--- config.mk ---
export PLATFORM = sky130hd
export DESIGN_NAME = frame_config_writer
export DESIGN_NICKNAME = d
export VERILOG_FILES = /design/src/rtl/frame_config_writer.sv
export SDC_FILE = /design/constraint.sdc
export NUM_CORES = 1
export LEC_CHECK = 0
export CAP_MARGIN = 25
export CORE_MARGIN = 5
export CORE_UTILIZATION = 30
export CTS_BUF_LIST = sky130_fd_sc_hd__clkbuf_4
export CTS_CLUSTER_DIAMETER = 30
export DETAILED_ROUTE_END_ITERATION = 7
export PLACE_DENSITY = 0.63
export RECOVER_POWER = 25
export SYNTH_ARGS = -nofsm -noshare
export SYNTH_HDL_FRONTEND = slang
export SYNTH_SLANG_ARGS = --single-unit
--- constraint.sdc ---
create_clock -name CLK -period 25.6 [get_ports CLK]
set_input_delay 2.56 -clock CLK [delete_from_list [all_inputs] [get_ports CLK]]
set_output_delay 2.56 -clock CLK [all_outputs]
set_load 0.05 [all_outputs]
--- src/rtl/frame_config_writer.sv ---
// Purpose : writer side of the tile configuration-frame interface. It takes one
//           header word and NumberOfRows row words, assembles them into FrameData,
//           then pulses one FrameStrobe line for the column and frame in the header.
// Latency : the cycle after the last row is SETUP, the strobe is high for StrobeCycles
//           cycles, then comes one HOLD cycle, and s_ready returns one cycle after HOLD.
// Backpressure: s_ready is high only in IDLE and LOAD, and low while RESET is high. The
//           source holds a word until it is accepted. LOAD waits indefinitely for data.
//
// Ports:
//   CLK, RESET      rising-edge clock, asynchronous active-high reset
//   s_data/s_valid  32-bit word stream in; s_ready out (decoded from registered state)
//   FrameData       row r at [r*FrameBitsPerRow +: FrameBitsPerRow]; holds the last frame
//   FrameStrobe     one-hot, bit col*MaxFramesPerCol+frame, driven straight from flops
//   busy            high whenever the writer is not IDLE
//   err             sticky flag for a malformed header; cleared only by RESET
//   frames_written  count of completed strobes; wraps from 0xFFFF to 0
module frame_config_writer #(
    parameter int FrameBitsPerRow = 32,
    parameter int MaxFramesPerCol = 20,
    parameter int NumberOfRows    = 16,
    parameter int NumberOfCols    = 8,
    parameter int StrobeCycles    = 1
) (
    input  logic                                    CLK,
    input  logic                                    RESET,
    input  logic [31:0]                             s_data,
    input  logic                                    s_valid,
    output logic                                    s_ready,
    output logic [NumberOfRows*FrameBitsPerRow-1:0] FrameData,
    output logic [NumberOfCols*MaxFramesPerCol-1:0] FrameStrobe,
    output logic                                    busy,
    output logic                                    err,
    output logic [15:0]                             frames_written
);

    localparam int RW = (NumberOfRows > 1) ? $clog2(NumberOfRows) : 1;
    localparam int SW = (StrobeCycles > 1) ? $clog2(StrobeCycles) : 1;
    localparam int NS = NumberOfCols * MaxFramesPerCol;

    typedef enum logic [2:0] {
        IDLE   = 3'd0,
        LOAD   = 3'd1,
        SETUP  = 3'd2,
        STROBE = 3'd3,
        HOLD   = 3'd4
    } state_t;

    state_t          state_q, state_d;
    logic [RW-1:0]   row_q;
    logic [7:0]      col_q;
    logic [7:0]      frm_q;
    logic [SW-1:0]   scnt_q;
    logic [15:0]     fw_q;

    logic            xfer;
    logic            hdr_ok;
    logic            hdr_take;
    logic            bad_hdr;
    logic            load_row;
    logic            strobe_last;
    logic            strobe_on;
    logic            fw_inc;
    logic [NS-1:0]   strobe_d;

    // RESET gates s_ready as well: the async reset forces IDLE, which would
    // otherwise advertise ready while the block is still held in reset.
    assign s_ready        = !RESET && ((state_q == IDLE) || (state_q == LOAD));
    assign busy           = (state_q != IDLE);
    assign frames_written = fw_q;
    assign xfer           = s_valid && s_ready;

    // Column and frame are compared at 9 bits so that a count of 256 still fits.
    assign hdr_ok = (s_data[31:24] == 8'hFA)
                 && ({1'b0, s_data[23:16]} < 9'(NumberOfCols))
                 && ({1'b0, s_data[15:8]}  < 9'(MaxFramesPerCol));

    assign strobe_last = (scnt_q == SW'(StrobeCycles - 1));

    // The strobe flop is loaded from state alone. The cycle the strobe rises is
    // the cycle that follows SETUP, and it stays high until the last STROBE
    // cycle ends, so no input can reach FrameStrobe through combinational logic.
    assign strobe_on = (state_q == SETUP) || ((state_q == STROBE) && !strobe_last);
    assign fw_inc    = (state_q == STROBE) && strobe_last;

    always_comb begin
        state_d  = state_q;
        hdr_take = 1'b0;
        bad_hdr  = 1'b0;
        load_row = 1'b0;
        case (state_q)
            IDLE: begin
                if (xfer) begin
                    if (hdr_ok) begin
                        hdr_take = 1'b1;
                        state_d  = LOAD;
                    end else begin
                        bad_hdr = 1'b1;
                    end
                end
            end
            LOAD: begin
                if (xfer) begin
                    load_row = 1'b1;
                    if (row_q == RW'(NumberOfRows - 1)) begin
                        state_d = SETUP;
                    end
                end
            end
            SETUP:   state_d = STROBE;
            STROBE:  if (strobe_last) state_d = HOLD;
            HOLD:    state_d = IDLE;
            default: state_d = IDLE;
        endcase
    end

    // One-hot decode of the latched column and frame. A bit is set only while
    // the strobe window is active.
    always_comb begin
        strobe_d = '0;
        for (int c = 0; c < NumberOfCols; c++) begin
            for (int f = 0; f < MaxFramesPerCol; f++) begin
                strobe_d[c*MaxFramesPerCol + f] = strobe_on
                                                && (col_q == 8'(c))
                                                && (frm_q == 8'(f));
            end
        end
    end

    always_ff @(posedge CLK or posedge RESET) begin
        if (RESET) begin
            state_q     <= IDLE;
            row_q       <= '0;
            col_q       <= '0;
            frm_q       <= '0;
            scnt_q      <= '0;
            fw_q        <= '0;
            err         <= 1'b0;
            FrameData   <= '0;
            FrameStrobe <= '0;
        end else begin
            state_q     <= state_d;
            FrameStrobe <= strobe_d;

            if (hdr_take) begin
                col_q <= s_data[23:16];
                frm_q <= s_data[15:8];
                row_q <= '0;
            end else if (load_row) begin
                row_q <= row_q + RW'(1);
            end

            scnt_q <= (state_q == STROBE) ? scnt_q + SW'(1) : '0;

            // FrameData changes only on accepted LOAD words, so it is stable
            // from SETUP through HOLD and holds its value between frames.
            for (int r = 0; r < NumberOfRows; r++) begin
                if (load_row && (row_q == RW'(r))) begin
                    FrameData[r*FrameBitsPerRow +: FrameBitsPerRow] <= s_data;
                end
            end

            if (bad_hdr) begin
                err <= 1'b1;
            end

            if (fw_inc) begin
                fw_q <= fw_q + 16'd1;
            end
        end
    end

endmodule

==> summary.md, run 1 <==
| Metric | Value |
|---|---|
| Top_reg_cell synth | dfrtp_1 |
| DR pass1 iterations | 4 |
| Wire length on met3 | 8.222 mm |
| Clk_skew | 0.07417 ns |
| Metal-1 WL | 34.34 mm |
| Crit path max fanout | 112 |
| Hpwl dp | 59.26 mm |
| WL met2 | 41.48 mm |
| Setup slack, reg-to-reg | 21.16 ns |
| I/O pin count | 726 |
| Post-synth ARST share | 100.0% |
| MaxCap Viol Count | 3 |
| Initial DRC count | 774 |
| Synth top area cells | dfrtp_1 (68%), mux2_2 (22%), nor2_1 (2.5%) |
| Crit start category | input port |
| Number of port buffers | 725 |
| Hold path startpoint | col_q[7]$_DFFE_PP0P_ |
| CTS clock-pin slew for the worst setup and hold paths | 0.06 ns |
| Gr usage total | 18.38% |
| Area share of the largest cell type after synthesis | 68.48% |
| Net Sw Frac | 24.10% |
| Final Hold Vio Count | 0 |
| Average vias per placed instance | 4.564 |
| Post-route DRC | 0 |
| Maximum VDD drop | 42.31 uV |
| Clk sink count | 713 |
| Gate power share | 2.4% |
| Dpl ws | 18.57 ns |
| Initial antenna violation count | 7 |
| Dominant cell by count in the synthesized netlist | dfrtp_1 |
| Max-Slew Margin vs Limit | -250.4% |
| WHS Endpoint | col_q[7]$_DFFE_PP0P_ |
| Routed wire length | 87.22 mm |
| CTS resizes | 0 |
| Min-delay worst type | flip-flop to flip-flop |
| Register area share after synthesis | 68.48% |
| Final Cycle Share | 34.56% |
| First-pass GRT wire length | 128.1 mm |
| WHS Path Cells | 1 |
| Power share of the clock group | 46.8% |
| DR top layer | met4 |
| Fmax | 0.1130 GHz |
| GP Congestion | 0.7818 |
| Register bit count reported by yosys | 713 |
| Die area | 92840 um^2 |
| Violated checks | capacitance limit, slew limit |
| Slew Limit Fails | 197 |
| Fin nets | 2565 |
| Mapped Avg Cell Area | 15.59 um^2 |
| Hold Buf Count CTS | 0 |
| Clock root cell | clkbuf_4 |
| Reg2reg end | FrameData[354]$_DFFE_PP0P_ |
| Setup TNS | 0 ns |
| Largest net degree at the start of global routing | 173 |
| Synth Net Count | 1711 |
| WL/cell | 22.74 um |
| Minimum clock period | 8.846 ns |
| Post-synth EDFFs | 0 |
| Share of cells above drive strength 1 | 32.62% |
| Cts bufs inserted | 194 |
| ANT nets after route | 0 |
| Netlist cell types | 41 |
| Worst setup EP type | async pin |
| Crit path arrival time | 10.00 ns |
| RR Startpoint | state_q[1]$_DFFE_PP0P_ |
| Vias in the first global route | 19.15k |
| Core area | 86480 um^2 |
| CTS tree | done |
| Int Power | 0.001685 W |
| Synth area leader | dfrtp_1 |
| Die W | 304.7 um |
| Placed insts | 3480 |
| Pwr Density | 59.93 nW/um^2 |
| Clk_lat worst skew | 1.05 ns |
| Cell Count, Final, Fillers Out | 3836 |
| Syn Inst Count | 1671 |
| Crit Path Class | input port to async pin |
| Grt ovf | 0 |
| List of most frequent post-synthesis cells | dfrtp_1 (713), mux2_2 (509), nor2_1 (173) |
| Tot Pwr | 0.002221 W |
| H-tree Lvls | 4 |
| Tightest Pin Transition | 5.227 ns |
| Starting Density | 30.13% |
| Reg2reg path depth | 5 |
| Clk buf depth | 3 |
| Final WS setup | 16.75 ns |
| Cell area after synthesis | 26050 um^2 |
| # setup viols final | 0 |
| Outcome | finished, violations left |
| Core Util, Final | 42.85% |
| RSZ-0062 raised after global routing | no |
| # Post-CTS Setup Buffers | 0 |
| Sequential power share | 50.7% |
| DIE HEIGHT | 304.7 um |
| Synth warn | 0 |
| Net Sw Power | 0.0005353 W |
| Area Growth Syn to Fin | 42.22% |
| Static Leak | 17.69 nW |
| Row count | 108 |
| Vias | 17.51k |
| CP required | 26.76 ns |
## cells by family (layout without fill, tap and decap cells)
logic type	Yosys count	count (layout)	share of synthesized area, %
flops	713	713	68.48
mux	520	520	22.48
simple gates	292	292	5.595
buf+inv	116	1124	2.435
xor+xnor	18	18	0.6051
compound gates	7	7	0.1681
fa+ha+maj	5	5	0.2401
other cells	0	2	0
## worst max path at each step
| stage | cells after the start | startpoint | endpoint | slack, ns |
|---|---|---|---|---|
| after CTS | 3 | RESET | s_ready | 18.56 |
| after floorplan | 1 | RESET | FrameData[0]$_DFFE_PP0P_ | 3.02 |
| after global routing | 6 | RESET | FrameStrobe[139]$_DFF_PP0_ | 15.41 |
| after detailed placement | 3 | RESET | s_ready | 18.57 |
| final | 6 | RESET | FrameStrobe[121]$_DFF_PP0_ | 16.75 |
| after global placement | 3 | RESET | s_ready | 18.60 |
## metrics by stage
step | instance area (um^2) | hold slack, ns
6_report | 37050 | 0.4966
5_1_grt | 37050 | 0.5099
4_1_cts | 37160 | 0.4974
3_5_place_dp | 34590 | 0.4839
3_3_place_gp | 34420 | 0.4667
2_1_floorplan | 26050 | 0.4547
## sequential cells by signal (all words and copies together), names as in the netlist
register,count
frm_q,8
scnt_q,1
state_q,3
FrameData,512
err,1
col_q,8
frames_written,16
FrameStrobe,160
row_q,4
## critical path, cell delays in order
cell and delay [ns]:
dlygate4sd3_1 0.60, clkinvlp_2 2.95, clkbuf_1 2.13, buf_4 0.92
buf_4 0.38, buf_16 0.35
## power groups by stage
| stage | clock network (W) | registers [W] | logic (W) |
|---|---|---|---|
| after floorplan | 0 | 0.00115 | 0.0000229 |
| after detailed placement | 0 | 0.00115 | 0.0000546 |
| after global routing | 0.00114 | 0.00113 | 0.0000598 |
| after CTS | 0.00108 | 0.00113 | 0.0000547 |
| after global placement | 0 | 0.00115 | 0.0000522 |
| final | 0.00104 | 0.00113 | 0.0000534 |
## cell type report
| type | instances | area, um^2 |
|---|---|---|
| Clock inverter | 69 | 455.4 |
| Inverter | 8 | 31.28 |
| Timing Repair Buffer | 766 | 7574 |
| Sequential cell | 713 | 17840 |
| Fill cell | 7973 | 49430 |
| Tap cell | 1155 | 1445 |
| Clock buffer | 281 | 2110 |
| Antenna cell | 2 | 5.005 |
| Multi-Input combinational cell | 842 | 7592 |
## metal layers
metal  vias to the layer above  global-route usage (%)
li1                       7532                       -
met5                         -                       0
met2                       763                   29.70
met4                         0                   7.849
met1                      9043                   21.72
met3                       171                   7.618
## placed cells by master (no fill, tap or decap), types with 5 or more instances in the layout
master and n:
and3_1 7, buf_2 6, buf_4 25, clkbuf_1 11, clkbuf_4 281, clkdlybuf4s50_1 717, clkinv_1 37, clkinv_2 15
clkinvlp_4 6, dfrtp_1 713, ha_1 5, inv_1 7, mux2_1 11, mux2_2 509, nand2_1 29, nand3_1 17
nand3b_1 6, nand4_1 8, nor2_1 171, nor2b_1 10, nor3_1 9, nor3b_1 5, xnor2_1 10, xor2_1 8
Power figures use the tool's default switching activity.
==> inputs of run 2 (changes only) <==
- clock period: 25.6 -> 8.9 ns (I/O delays scaled with it)
==> summary.md, run 2 (synthesized netlist as in run 1, its figures left out) <==
| Metric | Value |
|---|---|
| Starting Density | 30.13% (unchanged) |
| I/O pin count | 726 (unchanged) |
| Max reg flops | 512 (unchanged) |
| DIE HEIGHT | 304.7 um (unchanged) |
| Outcome | finished, violations left |
| Clk_skew | 0.05567 ns (-0.01850 ns) |
| Setup TNS | 0 ns (unchanged) |
| Row count | 108 (unchanged) |
| Clk buf depth | 3 (unchanged) |
| Final Hold Vio Count | 0 (unchanged) |
| Fin nets | 2564 (-0.039%) |
| Static Leak | 17.71 nW (about the same) |
| Placed insts | 3480 (unchanged) |
| Violated checks | capacitance limit, slew limit |
| WL/cell | 22.80 um (+0.29%) |
| Number of port buffers | 725 (unchanged) |
| Commonest non-fill, non-tap cells in the layout | clkdlybuf4s50_1 (716), dfrtp_1 (713), mux2_2 (508) |
| Average vias per placed instance | 4.519 (-1.0%) |
| Top reg by flops | FrameData |
| Core area | 86480 um^2 (unchanged) |
| Crit path max fanout | 188 (+68%) |
| Maximum VDD drop | 99.79 uV (+140%) |
| MaxCap Viol Count | 7 (+4) |
| CTS clock-pin slew for the worst setup and hold paths | 0.07 ns (about the same) |
| Cell Count, Final, Fillers Out | 3826 (-0.26%) |
| Initial DRC count | 928 (+20%) |
| Clk sink count | 713 (unchanged) |
| Post-route DRC | 0 (unchanged) |
| Hold Buf Count CTS | 0 (unchanged) |
| H-tree Lvls | 4 (unchanged) |
| Crit Path Class | input port to async pin |
| # setup viols final | 0 (unchanged) |
| Net Sw Frac | 23.51% (-0.59 points) |
| CP required | 9.86 ns (-16.90 ns) |
| CTS resizes | 0 (unchanged) |
| Grt ovf | 0 (unchanged) |
| Initial antenna violation count | 9 (+2) |
| Die area | 92840 um^2 (unchanged) |
| Area Growth Syn to Fin | 42.10% (about the same) |
| GP Congestion | 0.7855 (+0.47%) |
| Fmax | 0.1832 GHz |
| Tightest Pin Transition | 2.786 ns (-2.441 ns) |
| Max-Slew Margin vs Limit | -85.74% (+160 points) |
| Power share of the clock group | 46.6% (-0.2 points) |
| Slew Limit Fails | 234 (+19%) |
| RSZ-0062 raised after global routing | no |
| Share of cells above drive strength 1 | 32.71% (+0.084 points) |
| Minimum clock period | 5.458 ns |
| Commonest non-fill, non-tap cell in the layout | clkdlybuf4s50_1 |
| Gate power share | 2.4% (about the same) |
| Hpwl dp | 59.91 mm (+1.1%) |
| Sequential power share | 51.1% (+0.4 points) |
| Final Cycle Share | 61.33% |
| Core Util, Final | 42.81% (about the same) |
| Dpl ws | 4.878 ns (-13.69 ns) |
| Int Power | 0.004856 W (+190%) |
| Clk_lat worst skew | 1.05 ns (about the same) |
| Die W | 304.7 um (unchanged) |
| First-pass GRT wire length | 127.6 mm (-0.41%) |
| Crit start category | input port |
| Net Sw Power | 0.001492 W (+180%) |
| Vias | 17.29k (-1.3%) |
| Worst setup EP type | async pin |
| Gr usage total | 18.38% (about the same) |
| ANT nets after route | 0 (unchanged) |
| Min-delay worst type | flip-flop to flip-flop |
| CTS tree | done |
| Largest net degree at the start of global routing | 189 (+9.2%) |
| Routed wire length | 87.24 mm (about the same) |
| Vias in the first global route | 18.86k (-1.5%) |
| Crit path arrival time | 6.41 ns (-3.59 ns) |
| # Post-CTS Setup Buffers | 0 (unchanged) |
| Pwr Density | 171.5 nW/um^2 (+190%) |
| Final WS setup | 3.442 ns (-13.31 ns) |
| DR pass1 iterations | 5 (+1) |
| Cts bufs inserted | 193 (-0.52%) |
| Clock root cell | clkbuf_4 |
## run 2: critical path: stages
cell and delay, ns:
dlygate4sd3_1 0.64, clkinvlp_2 0.70, clkbuf_1 1.18, clkbuf_1 2.02, buf_12 0.64
## run 2: metal layers
| metal | up-vias | wire, um | global-route usage (%) |
|---|---|---|---|
| met3 | 161 | 8292 | 8.430 |
| li1 | 7531 | - | - |
| met2 | 719 | 41900 | 30.00 |
| met1 | 8875 | 33950 | 21.26 |
| met4 | 2 | 3089 | 7.075 |
| met5 | - | 13 | 0 |
## run 2: layout make-up
cell class	count	area, um^2
fill	7892	49460
sequential	713	17840
timing repair buffer	766	7617
multi-input combinational	842	7585
clock buffer	288	2162
tap	1155	1445
clock inverter	49	327.8
inverter	8	31.28
antenna	5	12.51
## run 2: power groups by stage
stage / clock (W) / sequential [W] / combinational (W)
floorplan: 0 / 0.00331 / 0.0000663
global placement: 0 / 0.00330 / 0.000152
detailed placement: 0 / 0.00330 / 0.000157
CTS: 0.00307 / 0.00324 / 0.000157
global route: 0.00325 / 0.00324 / 0.000168
finish: 0.00296 / 0.00324 / 0.000151
## run 2: worst paths after layout
check | from | cells after the start | slack (ns) | end
worst max-delay path | RESET | 5 | 3.44 | FrameData[288]$_DFFE_PP0P_
worst min-delay path | frames_written[15]$_DFFE_PP0P_ | 1 | 0.48 | frames_written[15]$_DFFE_PP0P_
worst max register to register | state_q[1]$_DFFE_PP0P_ | 5 | 4.74 | FrameData[356]$_DFFE_PP0P_
worst min register to register | frames_written[15]$_DFFE_PP0P_ | 1 | 0.48 | frames_written[15]$_DFFE_PP0P_
max in group CLK | state_q[1]$_DFFE_PP0P_ | 5 | 4.74 | FrameData[356]$_DFFE_PP0P_
min in group asynchronous | RESET | 2 | 0.64 | FrameData[505]$_DFFE_PP0P_
## run 2: stage by stage
| stage | cell area [um^2] | power, W | hold slack [ns] |
|---|---|---|---|
| 6_report | 37020 | 0.006348 | 0.4763 |
| 5_1_grt | 37020 | 0.006652 | 0.4058 |
| 4_1_cts | 37110 | 0.006471 | 0.2734 |
| 3_5_place_dp | 34620 | 0.003458 | 0.4681 |
| 3_3_place_gp | 34450 | 0.003453 | 0.4630 |
| 2_1_floorplan | 26060 | 0.003373 | 0.4547 |
==> inputs of run 3 (changes only) <==
- clock period: 8.9 -> 5.5 ns (I/O delays scaled with it)
==> summary.md, run 3 (synthesized netlist as in run 1, its figures left out) <==
| Metric | Value |
|---|---|
| Crit start category | input port |
| Static Leak | 17.77 nW (+0.39%) |
| Net Sw Frac | 23.33% (-0.18 points) |
| Row count | 108 (unchanged) |
| Die area | 92840 um^2 (unchanged) |
| Fmax | 0.2599 GHz |
| MaxCap Viol Count | 6 (-1) |
| Clk sink count | 713 (unchanged) |
| Pwr Density | 276.7 nW/um^2 (+61%) |
| Hold slack final | 0.1667 ns (-0.3096 ns) |
| Non-Filler Cell Area, Final | 37180 um^2 (+0.43%) |
| CTS tree | done |
| Area Growth Syn to Fin | 42.72% |
| ANT nets after route | 0 (unchanged) |
| Core area | 86480 um^2 (unchanged) |
| Crit path arrival time | 4.36 ns (-2.05 ns) |
| Max-Slew Margin vs Limit | -89.40% (-3.7 points) |
| CTS clock-pin slew for the worst setup and hold paths | 0.06 ns (about the same) |
| Grt ovf | 0 (unchanged) |
| CP required | 6.01 ns (-3.85 ns) |
| Area taken by multi-input logic gates | 7642 um^2 (+0.76%) |
| Clk buf depth | 3 (unchanged) |
| Commonest non-fill, non-tap cells in the layout | clkdlybuf4s50_1 (716), dfrtp_1 (713), mux2_2 (509) |
| Initial antenna violation count | 11 (+2) |
| Slew Limit Fails | 514 (+120%) |
| Clock root cell | clkbuf_4 |
| Final WS setup | 1.652 ns (-1.789 ns) |
| Cell Count, Final, Fillers Out | 3836 (+0.26%) |
| Tightest Pin Transition | 2.841 ns (+0.05486 ns) |
| Dpl ws | 1.832 ns (-3.046 ns) |
| Min-delay worst type | input port to flip-flop |
| Hold Buf Count CTS | 0 (unchanged) |
| CTS resizes | 0 (unchanged) |
| Placed insts | 3489 (+0.26%) |
| Commonest non-fill, non-tap cell in the layout | clkdlybuf4s50_1 |
| Routed wire length | 88.55 mm (+1.5%) |
| Vias in the first global route | 19.28k (+2.2%) |
| Reg2reg path depth | 5 (unchanged) |
| Final Hold Vio Count | 0 (unchanged) |
| RSZ-0062 raised after global routing | no |
| WL/cell | 23.08 um (+1.2%) |
| Cts bufs inserted | 192 (-0.52%) |
| Final Cycle Share | 69.96% |
| Starting Density | 30.13% (unchanged) |
| Hpwl dp | 61.18 mm (+2.1%) |
| Worst setup EP type | async pin |
| RR Startpoint | state_q[1]$_DFFE_PP0P_ |
| Initial DRC count | 897 (-3.3%) |
| DR pass1 iterations | 5 (unchanged) |
| Vias | 17.45k (+0.93%) |
| Violated checks | capacitance limit, slew limit |
| Reg2reg end | FrameData[257]$_DFFE_PP0P_ |
| Share of cells above drive strength 1 | 33.57% (+0.86 points) |
| Fin nets | 2570 (+0.23%) |
| Max reg flops | 512 (unchanged) |
| Gr usage total | 18.79% (+0.41 points) |
| Post-route DRC | 0 (unchanged) |
| Dpl cell area | 34680 um^2 (+0.18%) |
| Crit Path Class | input port to async pin |
| Outcome | finished, violations left |
| First-pass GRT wire length | 130.5 mm (+2.2%) |
| DIE HEIGHT | 304.7 um (unchanged) |
| # setup viols final | 0 (unchanged) |
| Fillers | 7957 (+0.82%) |
| Hold path startpoint | s_data[16] |
| Worst path cell trace | dlygate4sd3_1 -> clkinvlp_2 -> clkbuf_1 |
| Die W | 304.7 um (unchanged) |
| Clk_lat worst skew | 1.10 ns (+0.05 ns) |
| Int Power | 0.007888 W (+62%) |
| H-tree Lvls | 4 (unchanged) |
| # Post-CTS Setup Buffers | 0 (unchanged) |
| Worst path slowest cell | clkbuf_1 |
| WHS Path Cells | 2 (+1) |
| WHS Endpoint | FrameData[176]$_DFFE_PP0P_ |
| GP Congestion | 0.7933 (+0.99%) |
| Peak per-stage delay on the critical path | 2.08 ns (+0.06 ns) |
| Sequential power share | 51.0% (about the same) |
| Gate power share | 2.4% (about the same) |
| Top reg by flops | FrameData |
| Maximum VDD drop | 218.0 uV (+120%) |
| I/O pin count | 726 (unchanged) |
| Largest net degree at the start of global routing | 183 (-3.2%) |
| Minimum clock period | 3.848 ns |
| Power share of the clock group | 46.6% (about the same) |
| Clk_skew | 0.09785 ns (+0.04218 ns) |
| Average vias per placed instance | 4.549 (+0.67%) |
| Crit path max fanout | 51 (-73%) |
| Setup slack, reg-to-reg | 2.41 ns (-2.33 ns) |
| Reg area | 17840 um^2 (unchanged) |
| Net Sw Power | 0.002400 W (+61%) |
| Number of port buffers | 725 (unchanged) |
## run 3: cell types whose count changed in the layout (fill, tap and decap cells not counted), sizes merged
| cell | delta |
|---|---|
| buf | +11 |
| clkinv | -5 |
| diode | +4 |
| inv | -2 |
| clkbuf | +1 |
| clkinvlp | +1 |
## run 3: worst max-delay path by stage
stage	start	slack [ns]	end
after floorplan	RESET	-5.99	state_q[0]$_DFFE_PP0P_
after global placement	s_data[28]	1.67	frm_q[1]$_DFFE_PP0P_
after detailed placement	RESET	1.83	FrameData[268]$_DFFE_PP0P_
after CTS	state_q[1]$_DFFE_PP0P_	1.94	s_ready
after global routing	RESET	1.10	FrameData[286]$_DFFE_PP0P_
final	RESET	1.65	FrameData[286]$_DFFE_PP0P_
## run 3: area by class of cell
class | count | area share, %
Antenna cell | 9 | 0.06057
Clock buffer | 293 | 5.916
Clock inverter | 43 | 0.8311
Inverter | 8 | 0.08412
Multi-Input combinational cell | 842 | 20.55
Sequential cell | 713 | 47.98
Tap cell | 1155 | 3.887
Timing Repair Buffer | 773 | 20.68
## run 3: per-stage QoR
step / utilization [%] / total power, W / setup TNS, ns
3_3_place_gp: 39.89 / 0.005595 / 0
2_1_floorplan: - / 0.005459 / -3444.90
5_1_grt: 42.99 / 0.01079 / 0
4_1_cts: 43.00 / 0.01049 / 0
3_5_place_dp: 40.10 / 0.005601 / 0
6_report: 42.99 / 0.01029 / 0
## run 3: power groups by stage
stage / Sequential [W] / Combinational, W / Clock [W]
final: 0.00525 / 0.000244 / 0.00480
after global routing: 0.00524 / 0.000274 / 0.00528
after global placement: 0.00534 / 0.000253 / 0
after detailed placement: 0.00534 / 0.000259 / 0
after CTS: 0.00524 / 0.000259 / 0.00499
after floorplan: 0.00535 / 0.000107 / 0
## run 3: worst max-delay path, delay by kind of cell
family	cells	cell delay (ns)
buffers and inverters	3	3.76
## run 3: routing by layer
layer	part of all wire (%)	vias to the layer above	global-route usage, %
met3	9.2	135	7.715
li1	-	7567	-
met5	0.015	-	0
met1	39	8993	21.97
met4	2.5	2	6.364
met2	49	752	31.51
